**src/rtl/exu_bru.sv**
```systemverilog
`default_nettype none
// ============================================================================
// Module   : exu_bru
// Purpose  : Branch resolution unit. Evaluates conditional branches and
//            jal/jalr, produces the resolved next PC and the link address,
//            detects mispredictions against the front-end prediction, keeps
//            a table of 2-bit taken/not-taken counters and counts redirects.
// Ports    : clk, rst_n              clock, asynchronous active-low reset
//            i_valid/o_ready         request handshake
//            i_op, i_rs1, i_rs2,     operation, operands, immediate, PC
//            i_imm, i_pc
//            i_predict_flag/_target  front-end prediction for this branch
//            o_valid/i_ready         result handshake
//            o_taken, o_pc, o_link   resolved direction, next PC, pc+4
//            o_pipe_flush            redirect pulse on a mispredicted transfer
//            i_kill                  discard the held result
//            i_lookup_pc,            counter table lookup (pre-update value)
//            o_lookup_taken
//            o_mispredict_cnt        saturating redirect counter
// Revision : 1.0 - initial release
// ============================================================================
module exu_bru #(
  parameter int XLEN      = 32,
  parameter int BHT_DEPTH = 16,
  parameter int CNT_WIDTH = 16
) (
  input  logic                 clk,
  input  logic                 rst_n,
  input  logic                 i_valid,
  output logic                 o_ready,
  input  logic [2:0]           i_op,
  input  logic [XLEN-1:0]      i_rs1,
  input  logic [XLEN-1:0]      i_rs2,
  input  logic [XLEN-1:0]      i_imm,
  input  logic [XLEN-1:0]      i_pc,
  input  logic                 i_predict_flag,
  input  logic [XLEN-1:0]      i_predict_target,
  output logic                 o_valid,
  input  logic                 i_ready,
  output logic                 o_taken,
  output logic [XLEN-1:0]      o_pc,
  output logic [XLEN-1:0]      o_link,
  output logic                 o_pipe_flush,
  input  logic                 i_kill,
  input  logic [XLEN-1:0]      i_lookup_pc,
  output logic                 o_lookup_taken,
  output logic [CNT_WIDTH-1:0] o_mispredict_cnt
);

  localparam int IDX_W = $clog2(BHT_DEPTH);

  localparam logic [2:0] OP_BEQ  = 3'd0;
  localparam logic [2:0] OP_BNE  = 3'd1;
  localparam logic [2:0] OP_BLT  = 3'd2;
  localparam logic [2:0] OP_BGE  = 3'd3;
  localparam logic [2:0] OP_BLTU = 3'd4;
  localparam logic [2:0] OP_BGEU = 3'd5;
  localparam logic [2:0] OP_JALR = 3'd7;

  localparam logic [1:0] CTR_INIT = 2'b01;
  localparam logic [1:0] CTR_MAX  = 2'b11;
  localparam logic [1:0] CTR_MIN  = 2'b00;

  // Resolution of the incoming request
  logic            eq;
  logic            lt_s;
  logic            lt_u;
  logic            taken_c;
  logic            mispred_c;
  logic [XLEN-1:0] pc_plus_imm;
  logic [XLEN-1:0] pc_plus_4;
  logic [XLEN-1:0] jalr_sum;
  logic [XLEN-1:0] target_c;

  always_comb begin
    eq          = (i_rs1 == i_rs2);
    lt_s        = ($signed(i_rs1) < $signed(i_rs2));
    lt_u        = (i_rs1 < i_rs2);
    pc_plus_imm = i_pc + i_imm;
    pc_plus_4   = i_pc + XLEN'(4);
    jalr_sum    = i_rs1 + i_imm;
    case (i_op)
      OP_BEQ:  taken_c = eq;
      OP_BNE:  taken_c = ~eq;
      OP_BLT:  taken_c = lt_s;
      OP_BGE:  taken_c = ~lt_s;
      OP_BLTU: taken_c = lt_u;
      OP_BGEU: taken_c = ~lt_u;
      default: taken_c = 1'b1;
    endcase
    // jalr always jumps; its target ignores the PC and drops bit 0
    if (i_op == OP_JALR) begin
      target_c = {jalr_sum[XLEN-1:1], 1'b0};
    end else if (taken_c) begin
      target_c = pc_plus_imm;
    end else begin
      target_c = pc_plus_4;
    end
    // Target only matters when both sides agree the branch is taken
    mispred_c = (taken_c != i_predict_flag) |
                (taken_c & i_predict_flag & (target_c != i_predict_target));
  end

  // Result register and handshake
  logic                 valid_q, valid_d;
  logic                 taken_q, taken_d;
  logic                 mispred_q, mispred_d;
  logic                 cond_q, cond_d;
  logic [XLEN-1:0]      pc_q, pc_d;
  logic [XLEN-1:0]      link_q, link_d;
  logic [IDX_W-1:0]     idx_q, idx_d;
  logic [1:0]           bht_q [BHT_DEPTH];
  logic [1:0]           bht_d [BHT_DEPTH];
  logic [CNT_WIDTH-1:0] cnt_q, cnt_d;
  logic                 accept;
  logic                 xfer;
  logic                 unused_lookup_bits;

  assign o_ready      = ~valid_q | i_ready;
  // A kill discards both the held result and anything arriving alongside it
  assign accept       = i_valid & o_ready & ~i_kill;
  assign xfer         = valid_q & i_ready & ~i_kill;
  assign o_pipe_flush = xfer & mispred_q;

  always_comb begin
    valid_d   = valid_q;
    taken_d   = taken_q;
    mispred_d = mispred_q;
    cond_d    = cond_q;
    pc_d      = pc_q;
    link_d    = link_q;
    idx_d     = idx_q;
    if (i_kill) begin
      valid_d = 1'b0;
    end else if (accept) begin
      valid_d = 1'b1;
    end else if (xfer) begin
      valid_d = 1'b0;
    end
    if (accept) begin
      taken_d   = taken_c;
      mispred_d = mispred_c;
      cond_d    = (i_op <= OP_BGEU);
      pc_d      = target_c;
      link_d    = pc_plus_4;
      idx_d     = i_pc[2 +: IDX_W];
    end
  end

  // Counter table trains only on conditional branches that actually leave
  always_comb begin
    for (int i = 0; i < BHT_DEPTH; i++) begin
      bht_d[i] = bht_q[i];
    end
    if (xfer && cond_q) begin
      if (taken_q) begin
        if (bht_q[idx_q] != CTR_MAX) bht_d[idx_q] = bht_q[idx_q] + 2'b01;
      end else begin
        if (bht_q[idx_q] != CTR_MIN) bht_d[idx_q] = bht_q[idx_q] - 2'b01;
      end
    end
  end

  always_comb begin
    cnt_d = cnt_q;
    if (o_pipe_flush && (cnt_q != {CNT_WIDTH{1'b1}})) begin
      cnt_d = cnt_q + {{(CNT_WIDTH-1){1'b0}}, 1'b1};
    end
  end

  always_ff @(posedge clk or negedge rst_n) begin
    if (!rst_n) begin
      valid_q   <= 1'b0;
      taken_q   <= 1'b0;
      mispred_q <= 1'b0;
      cond_q    <= 1'b0;
      pc_q      <= '0;
      link_q    <= '0;
      idx_q     <= '0;
      cnt_q     <= '0;
      for (int i = 0; i < BHT_DEPTH; i++) begin
        bht_q[i] <= CTR_INIT;
      end
    end else begin
      valid_q   <= valid_d;
      taken_q   <= taken_d;
      mispred_q <= mispred_d;
      cond_q    <= cond_d;
      pc_q      <= pc_d;
      link_q    <= link_d;
      idx_q     <= idx_d;
      cnt_q     <= cnt_d;
      for (int i = 0; i < BHT_DEPTH; i++) begin
        bht_q[i] <= bht_d[i];
      end
    end
  end

  assign o_valid          = valid_q;
  assign o_taken          = taken_q;
  assign o_pc             = pc_q;
  assign o_link           = link_q;
  assign o_mispredict_cnt = cnt_q;
  // Read straight from the flops so a same-cycle update is not visible
  assign o_lookup_taken   = bht_q[i_lookup_pc[2 +: IDX_W]][1];

  // Only the index field of the lookup PC selects a counter
  assign unused_lookup_bits = ^i_lookup_pc;

endmodule
`default_nettype wire

```
**config.mk**
```make
export PLATFORM = sky130hd
export DESIGN_NAME = exu_bru
export DESIGN_NICKNAME = d
export VERILOG_FILES = /design/src/rtl/exu_bru.sv
export SDC_FILE = /design/constraint.sdc
export NUM_CORES = 1
export LEC_CHECK = 0
export BUFFER_PORTS_ARGS = -buffer_cell sky130_fd_sc_hd__clkbuf_2
export CORE_MARGIN = 2
export CORE_UTILIZATION = 60
export DETAILED_ROUTE_END_ITERATION = 16
export GPL_TIMING_DRIVEN = 0
export PLACE_DENSITY = 0.95
export SLEW_MARGIN = 20
export SYNTH_ARGS = -nofsm -noshare
export SYNTH_HDL_FRONTEND = slang
export SYNTH_SLANG_ARGS = --single-unit
```
**constraint.sdc**
```tcl
create_clock -name clk -period 6.7 [get_ports clk]
set_clock_uncertainty 0.05 [all_clocks]
set_input_delay 1.34 -clock clk [delete_from_list [all_inputs] [get_ports clk]]
set_output_delay 1.34 -clock clk [all_outputs]
set_load 0.02 [all_outputs]
```
==> results of run 1 <==
[tightest hold or removal path, cell delays in order (launching register included)]
cell,delay (ns)
dfrtp_1,0.34
nand2_1,0.05
nand2_1,0.05
[where the power goes]
part	switching (uW)	leakage, uW	internal (uW)
Clock	384	0.000261	487
Sequential	106	0.00149	859
Combinational	789	0.00479	476
Total	1280	0.00654	1820
[layer usage]
| metal | up-vias | GRT usage |
|---|---|---|
| met5 | - | 0 |
| li1 | 5667 | - |
| met3 | 152 | 0.07167 |
| met4 | 0 | 0.1758 |
| met1 | 5862 | 0.5006 |
| met2 | 849 | 0.6644 |
[cells by family after synthesis]
logic type	Yosys count	synth area share
AO/OA/AOI/OAI	377	0.2225
XOR/XNOR	113	0.09000
adder cells (fa/ha/maj)	100	0.1104
buffers and inverters	113	0.03851
flip-flops	120	0.2636
multiplexers	44	0.05607
AND/OR/NAND/NOR	515	0.2189
[cells in the mapped netlist, drive strengths merged, types with 11 or more instances]
library cell and number:
a2111oi 12, a21o 33, a21oi 80, a31oi 19
and2 15, and3 26, and4 12, clkbuf 44
dfrtp 104, dfstp 16, ha 98, inv 59
mux2 22, mux4 14, nand2 204, nand3 43
nand4 35, nor2 85, nor2b 11, nor3 28
nor4 15, o21a 12, o21ai 99, o31ai 15
or3 14, xnor2 63, xor2 47
[per-stage QoR]
stage | utilization | hold WS [ns] | power [uW] | cells | worst slack (ns)
floorplan | - | 0.4057 | 1743 | 1382 | 1.522
global placement | 0.6973 | 0.4105 | 2156 | 1872 | 0.2959
detailed placement | 0.6993 | 0.4131 | 2199 | 1873 | 0.3157
CTS | 0.7292 | 0.4286 | 3063 | 1905 | 0.7294
global route | 0.7292 | 0.4360 | 3231 | 1905 | 0.2172
finish | 0.7292 | 0.4265 | 3102 | 1905 | 0.5156
[final cells by class]
class | instances | area [um2]
fill | 1417 | 5065
tap | 234 | 292.8
buffer | 53 | 211.5
clock inverter | 15 | 135.1
inverter | 60 | 230.2
multi-input combinational | 1149 | 8005
timing repair buffer | 257 | 1318
sequential | 120 | 3023
clock buffer | 17 | 425.4
[worst min path at each step]
stage,from,slack [ns],cells after the start,endpoint
6_report,o_link[9],0.43,2,o_link[9]
5_1_grt,o_link[20],0.44,2,o_link[20]
4_1_cts,o_link[20],0.43,2,o_link[20]
3_5_place_dp,o_link[9],0.41,2,o_link[9]
3_3_place_gp,o_link[17],0.41,2,o_link[17]
2_1_floorplan,register,0.41,2,register
==> results.tsv, run 1 <==
metric	value	unit
outcome	finished, final reports clean	
syn_nets	1683	
r2r-start	idx_q[0]	
std_cell_rows	50	
post_cts_resized	0	
remaining_drc_errors	0	
cts_inserted_buffers	17	
hold_viol_final	0	
clkSinkCount	120	
numPortBuffers	256	
yosys_warnings	0	
crit_path_end_kind	register	
power_density	227.4	nW/um2
slowest_stage	nor4_1	
wire_per_inst	21.41	um
yosys.area.top_type_share	0.2269	
setup-tns-final	0	ns
ios	286	
fin_nets	1959	
final_cell_mix	clkbuf_2, nand2_1, dfrtp_1	
slowest_delay	0.63	ns
die_area	20240	um2
fin_crit_sh	0.9230	
fmax	161.7	MHz
required	6.95	ns
worstPathArrival	6.44	ns
synth_largest_area_cell	dfrtp_1	
critPathCapture	mispred_q	
drt-total-wl	40.79	mm
clk_path_buf_depth	2	
die_w	142.3	um
clk_latency	0.43	ns
syn_to_final_growth	18.93	%
start_kind	input port	
slew_violations	0	
cts-root-buf	clkbuf_16	
synth_cells	1382	
worst_pin_slew	0.8455	ns
vias	12530	
place_congestion	1.006	
r2r-end	bht_q[5]	
ys.flop_type	dfrtp_1	
tritoncts	done	
power_leakage	0.006540	uW
first_global_vias	11727	
path_max_fanout	10	
firstDrtPassIters	8	
worst-path-buf-inv	5	
m1WireLength	15.79	mm
ys_ff_latch	120	
vdd_drop_max	0.1161	mV
ctsHtreeMaxLevel	4	
final_antenna_net_count	0	
cts.clk_slew.worst_paths	0.06	ns
rrSetupSlack	2.30	ns
max_slew_margin	0.4217	
ctsHoldBuffers	0	
diodes	0	
die_y	142.3	um
grt.overflow.total	0	
fin_crit	6.184	ns
grt_pass1_wl	61.80	mm
grt_max_degree	86	
drt_iter0_drc	1289	
synth_top_cells_by_area	dfrtp_1, ha_1, nand2_1	
reg2reg_depth	13	
setup_viol	0	
path_class	input port to register	
post_cts_buffers	0	
top_layer	met4	
syn_area	11470	um2
cap_violations	0	
rsz0062_at_grt	false	
synth_cell_types	89	
wl_met3	4.285	mm
startpoint	i_rs1[14]	
stdcell_area	13640	um2
track_usage	0.3962	
antenna_found_initial	1	
crit_chain	clkbuf_2 > ha_1 > nand4_1 > nor4_1 > a2111oi_0 > a21oi_1 > and3_1 > clkbuf_2 > nand3_4 > clkinv_4 > buf_2 > buf_2 > ha_1 > nor2_1 > o21ai_0 > a2111o_1 > a2111oi_0 > nand4_1 > nor4_1 > nor2_1	
drive_gt1_frac	0.2196	
dpl.hpwl	33.33	mm
synth-async-reset-ratio	1.000	
synth_enable_flop_cells	0	
wl_met2	18.86	mm
core	18710	um2
ys_seq_area_frac	0.2636	
path_delay_family	simple AND/OR/NAND/NOR gates	
postPlaceCellArea	13080	um2
postSynthAreaPerCell	8.299	um2
worst-path-stages	20	
drt-vias-per-instance	6.577	
hp-class	register to register	
initial_utilization	0.6132	
layout_commonest_cell	clkbuf_2	
Power figures use the tool's default switching activity.
==> run 2: changes to the inputs <==
- CORE_UTILIZATION: 60 -> 55
- PLACE_DENSITY: 0.95 -> not set
- PLACE_DENSITY_LB_ADDON: not set -> 0.08
- clock period: 6.7 -> 6.38 ns (I/O delays scaled with it)
==> results.tsv, run 2 (same netlist as run 1, synthesis figures left out) <==
metric	value	unit	change
outcome	finished, final reports clean		
ios	286		unchanged
crit_path_end_kind	register		
nFillCells	1781		+26%
grt_max_degree	75		-13%
numPortBuffers	256		unchanged
cts_inserted_buffers	17		unchanged
path_class	input port to register		
hp-start	o_pc[18]		
pre_cts_slack	-0.2031	ns	-0.5187 ns
start_kind	input port		
vias	12058		-3.8%
cts-root-buf	clkbuf_16		
final_antenna_net_count	0		unchanged
drt_iter0_drc	1034		-20%
wire_per_inst	20.80	um	-2.9%
ctsHtreeMaxLevel	4		unchanged
drt-vias-per-instance	6.196		-5.8%
setup_viol	0		unchanged
slowest_delay	0.51	ns	-0.12 ns
fin_util	0.6752		-0.05400
grt_pass1_wl	61.36	mm	-0.72%
whs_endpoint	o_pc[18]		
worstPathArrival	6.39	ns	-0.05 ns
path_max_fanout	10		unchanged
cap_violations	0		unchanged
vdd_drop_max	0.1475	mV	+27%
std_cell_rows	52		+4.0%
seqCellArea	3023	um2	unchanged
firstDrtPassIters	7		-1
tritoncts	done		
grt.overflow.total	0		unchanged
power_leakage	0.006572	uW	+0.50%
track_usage	0.3608		-0.03539
die_y	148.4	um	+4.3%
slowest_stage	nor4_1		
antenna_found_initial	2		+1
die_area	22030	um2	+8.8%
die_w	148.4	um	+4.3%
r2r-end	bht_q[5]		
drt-total-wl	40.47	mm	-0.79%
reg2reg_depth	13		unchanged
max_slew_margin	0.3494		-0.07237
setup-tns-final	0	ns	unchanged
r2r-start	idx_q[0]		
worst_pin_slew	0.9657	ns	+0.1202 ns
initial_utilization	0.5632		-0.04996
hold_viol_final	0		unchanged
required	6.61	ns	-0.34 ns
hold_ws	0.4258	ns	-0.0007230 ns
core	20360	um2	+8.9%
crit_chain	clkbuf_2 > ha_1 > nand4_2 > nor4_2 > a2111oi_0 > a21oi_1 > and3_1 > clkbuf_2 > nand3_4 > clkinv_4 > buf_2 > buf_2 > ha_1 > nor2_1 > o21ai_0 > a2111o_1 > a2111oi_0 > nand4_1 > nor4_1 > nor2_1		
syn_to_final_growth	19.89	%	
setup_slack	0.2188	ns	-0.2968 ns
place_congestion	0.9759		-3.0%
fin_crit	6.161	ns	
final_cell_mix	clkbuf_2, nand2_1, dfrtp_1		
rrSetupSlack	1.87	ns	-0.43 ns
multi_input_area	8018	um2	+0.16%
rsz0062_at_grt	false		
slew_violations	0		unchanged
fin_nets	1962		+0.15%
cts.clk_slew.worst_paths	0.06	ns	about the same
clk_latency	0.42	ns	about the same
first_global_vias	11182		-4.6%
clk_path_buf_depth	2		unchanged
hold_depth	2		unchanged
dpl.hpwl	33.37	mm	+0.12%
remaining_drc_errors	0		unchanged
clkSinkCount	120		unchanged
fmax	162.3	MHz	
hp-class	register to register		
drive_gt1_frac	0.2222		+0.002593
layout_commonest_cell	clkbuf_2		
p_total	3276	uW	+5.6%
fin_crit_sh	0.9657		
power_density	238.2	nW/um2	+4.8%
[run 2: what timing repair did]
action | CTS | global route
setup buffers | 0 | 3
endpoints found under the setup margin | 0 | 1
hold buffers | 0 | 0
resized for setup | 0 | 2
endpoints found under the hold margin | 0 | 0
[run 2: through the flow]
stage / std cells / area [um2]
2_1_floorplan: 1382 / 11470
3_3_place_gp: 1908 / 13090
3_5_place_dp: 1909 / 13130
4_1_cts: 1941 / 13710
5_1_grt: 1945 / 13750
6_report: 1946 / 13750
[run 2: worst max-delay path by stage]
stage	startpoint	to	slack [ns]
2_1_floorplan	i_rs2[31]	mispred_q	1.27
3_3_place_gp	i_rs1[14]	mispred_q	-0.19
3_5_place_dp	i_rs1[31]	mispred_q	-0.20
4_1_cts	i_rs1[31]	mispred_q	0.19
5_1_grt	i_rs1[31]	mispred_q	0.05
6_report	i_rs1[31]	mispred_q	0.22
[run 2: power by group]
part | switching, uW | internal [uW]
clock | 390 | 551
sequential | 101 | 902
combinational | 830 | 501
[run 2: area by class of cell]
cell class / instances / area share
sequential: 120 / 0.2198
clock inverter: 15 / 0.01165
timing repair buffer: 260 / 0.09745
clock buffer: 17 / 0.03094
tap: 270 / 0.02457
inverter: 60 / 0.01674
buffer: 53 / 0.01538
multi-input combinational: 1149 / 0.5831
antenna: 2 / 0.0003640
[run 2: worst max-delay path, delay by kind of cell]
family	cells	cell delay, ns
simple gates	8	2.00
compound gates	5	1.23
buf+inv	5	1.16
fa+ha+maj	2	0.70
[run 2: layer usage]
layer / vias to the layer above / GRT usage / routed length, um
li1: 5684 / - / -
met1: 5707 / 0.5051 / 17600
met2: 585 / 0.5868 / 18400
met3: 82 / 0.03742 / 3147
met4: 0 / 0.1219 / 1322
met5: - / 0 / 0
==> run 3: changes to the inputs <==
- CELL_PAD_IN_SITES_DETAIL_PLACEMENT: not set -> 0
- CELL_PAD_IN_SITES_GLOBAL_PLACEMENT: not set -> 1
- CORE_UTILIZATION: 55 -> 40
==> results.tsv, run 3 (same netlist as run 1, synthesis figures left out) <==
metric	value	unit	change
nFillCells	2850		+60%
std_cell_rows	61		+17%
wire_per_inst	20.86	um	+0.33%
final_antenna_net_count	0		unchanged
r2r-end	bht_q[5]		
grtUsageMet2	0.4460		-0.1408
vdd_drop_max	0.1587	mV	+7.5%
clkSinkCount	120		unchanged
internal-power	2022	uW	+3.5%
whs_endpoint	o_link[6]		
hp-start	o_link[6]		
drt-total-wl	42.77	mm	+5.7%
slew_violations	0		unchanged
ios	286		unchanged
max_slew_margin	0.3970		+0.04767
switching_share	0.3873		-0.01605
fin_crit_sh	0.9520		-0.01372
cap_violations	0		unchanged
ctsHoldBuffers	0		unchanged
path_max_fanout	10		unchanged
numPortBuffers	256		unchanged
die_y	173.3	um	+17%
die_area	30050	um2	+36%
worst_pin_slew	0.8990	ns	-0.06673 ns
worst-path-buf-inv	4		-1
path_delay_family	compound AO/OA/AOI/OAI gates		
grt.overflow.total	0		unchanged
remaining_drc_errors	0		unchanged
fin_nets	1959		-0.15%
slowest_delay	0.56	ns	+0.05 ns
antenna_found_initial	2		unchanged
crit_chain	clkbuf_2 > ha_1 > nand4_2 > nor3_1 > a221oi_2 > nand2_1 > o31ai_4 > nand3_4 > clkinv_4 > buf_2 > buf_2 > ha_1 > nor2_1 > o21ai_0 > a2111o_1 > a2111oi_0 > nand4_1 > nor4_1 > nor2_1		
fin_crit	6.074	ns	-0.08753 ns
dpl.hpwl	36.19	mm	+8.5%
first_global_vias	11353		+1.5%
p_sw	1278	uW	-3.2%
grt_pass1_wl	65.12	mm	+6.1%
drt-vias-per-instance	5.760		-7.0%
outcome	finished, final reports clean		
met3_usage	0.03750		+0.00007669
clk_latency	0.41	ns	about the same
p_total	3301	uW	+0.77%
p_clk_frac	0.291		+0.004
busiest_layer	met2		
core	28010	um2	+38%
firstDrtPassIters	7		unchanged
worstPathArrival	6.31	ns	-0.08 ns
track_usage	0.2805		-0.08029
hp-class	register to register		
vias	11807		-2.1%
r2r-start	idx_q[0]		
fmax	164.6	MHz	+1.4%
required	6.61	ns	about the same
reg2reg_depth	13		unchanged
hold_depth	2		unchanged
hold_viol_final	0		unchanged
path_class	input port to register		
power_density	238.0	nW/um2	about the same
startpoint	i_rs1[31]		
die_w	173.3	um	+17%
crit_path_end_kind	register		
power_leakage	0.006559	uW	-0.20%
slowest_stage	o31ai_4		
met1_usage	0.3909		-0.1142
initial_utilization	0.4095		-0.1537
cts_inserted_buffers	17		unchanged
cts-root-buf	clkbuf_16		
ctsHtreeMaxLevel	4		unchanged
clk_path_buf_depth	2		unchanged
fin_util	0.4951		-0.1802
final_cell_mix	clkbuf_2, nand2_1, dfrtp_1		
drt_iter0_drc	1031		-0.29%
start_kind	input port		
cts.clk_slew.worst_paths	0.06	ns	about the same
tritoncts	done		
syn_to_final_growth	20.90	%	
rrSetupSlack	1.96	ns	+0.09 ns
power_frac_seq	0.305		about the same
grt_max_degree	74		-1.3%
place_congestion	0.9348		-4.2%
setup_viol	0		unchanged
rsz0062_at_grt	false		
drive_gt1_frac	0.2192		-0.003061
combPwrFrac	0.404		-0.002
layout_commonest_cell	clkbuf_2		
==> run 3: changes by cell type in the layout (fill, tap and decap cells not counted), sizes merged <==
cell and delta:
clkinv +1, buf -3, clkbuf +2, inv -8
clkinvlp +2, bufinv +2
==> run 3: worst max-delay path by stage <==
| stage | endpoint | cells past startpoint |
|---|---|---|
| 3_5_place_dp | mispred_q | 20 |
| 2_1_floorplan | mispred_q | 18 |
| 3_3_place_gp | mispred_q | 20 |
| 6_report | mispred_q | 19 |
| 4_1_cts | mispred_q | 20 |
| 5_1_grt | mispred_q | 19 |
==> run 3: layer usage <==
metal	up-vias	routed length, um	part of all wire
li1	5671	-	-
met1	5580	19740	0.46
met2	492	19090	0.45
met3	64	2728	0.064
met4	0	1218	0.028
met5	-	0	0
==> run 3: metrics by stage <==
stage / instances / TNS [ns] / instance area [um2] / hold WS [ns] / setup slack, ns
after floorplan: 1382 / 0 / 11470 / 0.4057 / 1.266
after global placement: 2016 / -0.1245 / 13220 / 0.4112 / -0.1245
after detailed placement: 2017 / -0.1829 / 13260 / 0.4144 / -0.1829
after CTS: 2048 / 0 / 13860 / 0.4294 / 0.2311
after global routing: 2049 / 0 / 13860 / 0.4504 / 0.03082
final: 2050 / 0 / 13870 / 0.4236 / 0.3063
==> run 3: layout make-up <==
cell class                 instances  area [um2]  area share
antenna                            2       5.005   0.0003609
clock buffer                      19       442.9     0.03194
sequential                       120        3023      0.2180
clock inverter                    12       152.6     0.01101
multi-input combinational       1149        8011      0.5777
inverter                          60       230.2     0.01660
tap                              378       473.0     0.03411
timing repair buffer             257        1318     0.09501
buffer                            53       211.5     0.01525
==> run 3: power by group through the flow <==
stage,combinational [uW],sequential [uW],clock [uW]
floorplan,731,1100,0
global placement,1310,1010,0
detailed placement,1320,1020,0
CTS,1320,1000,976
global route,1450,1020,1020
finish,1330,1010,962
==> run 3: worst min-delay path, cell delays in order, from the launching register on <==
cell and delay (ns):
dfrtp_1 0.34, nand2_1 0.05, nand2_1 0.05
==> run 3: timing repair <==
item                       in CTS  in global routing
resized for setup               0                  1
buffers inserted                0                  0
setup endpoints to repair       0                  1
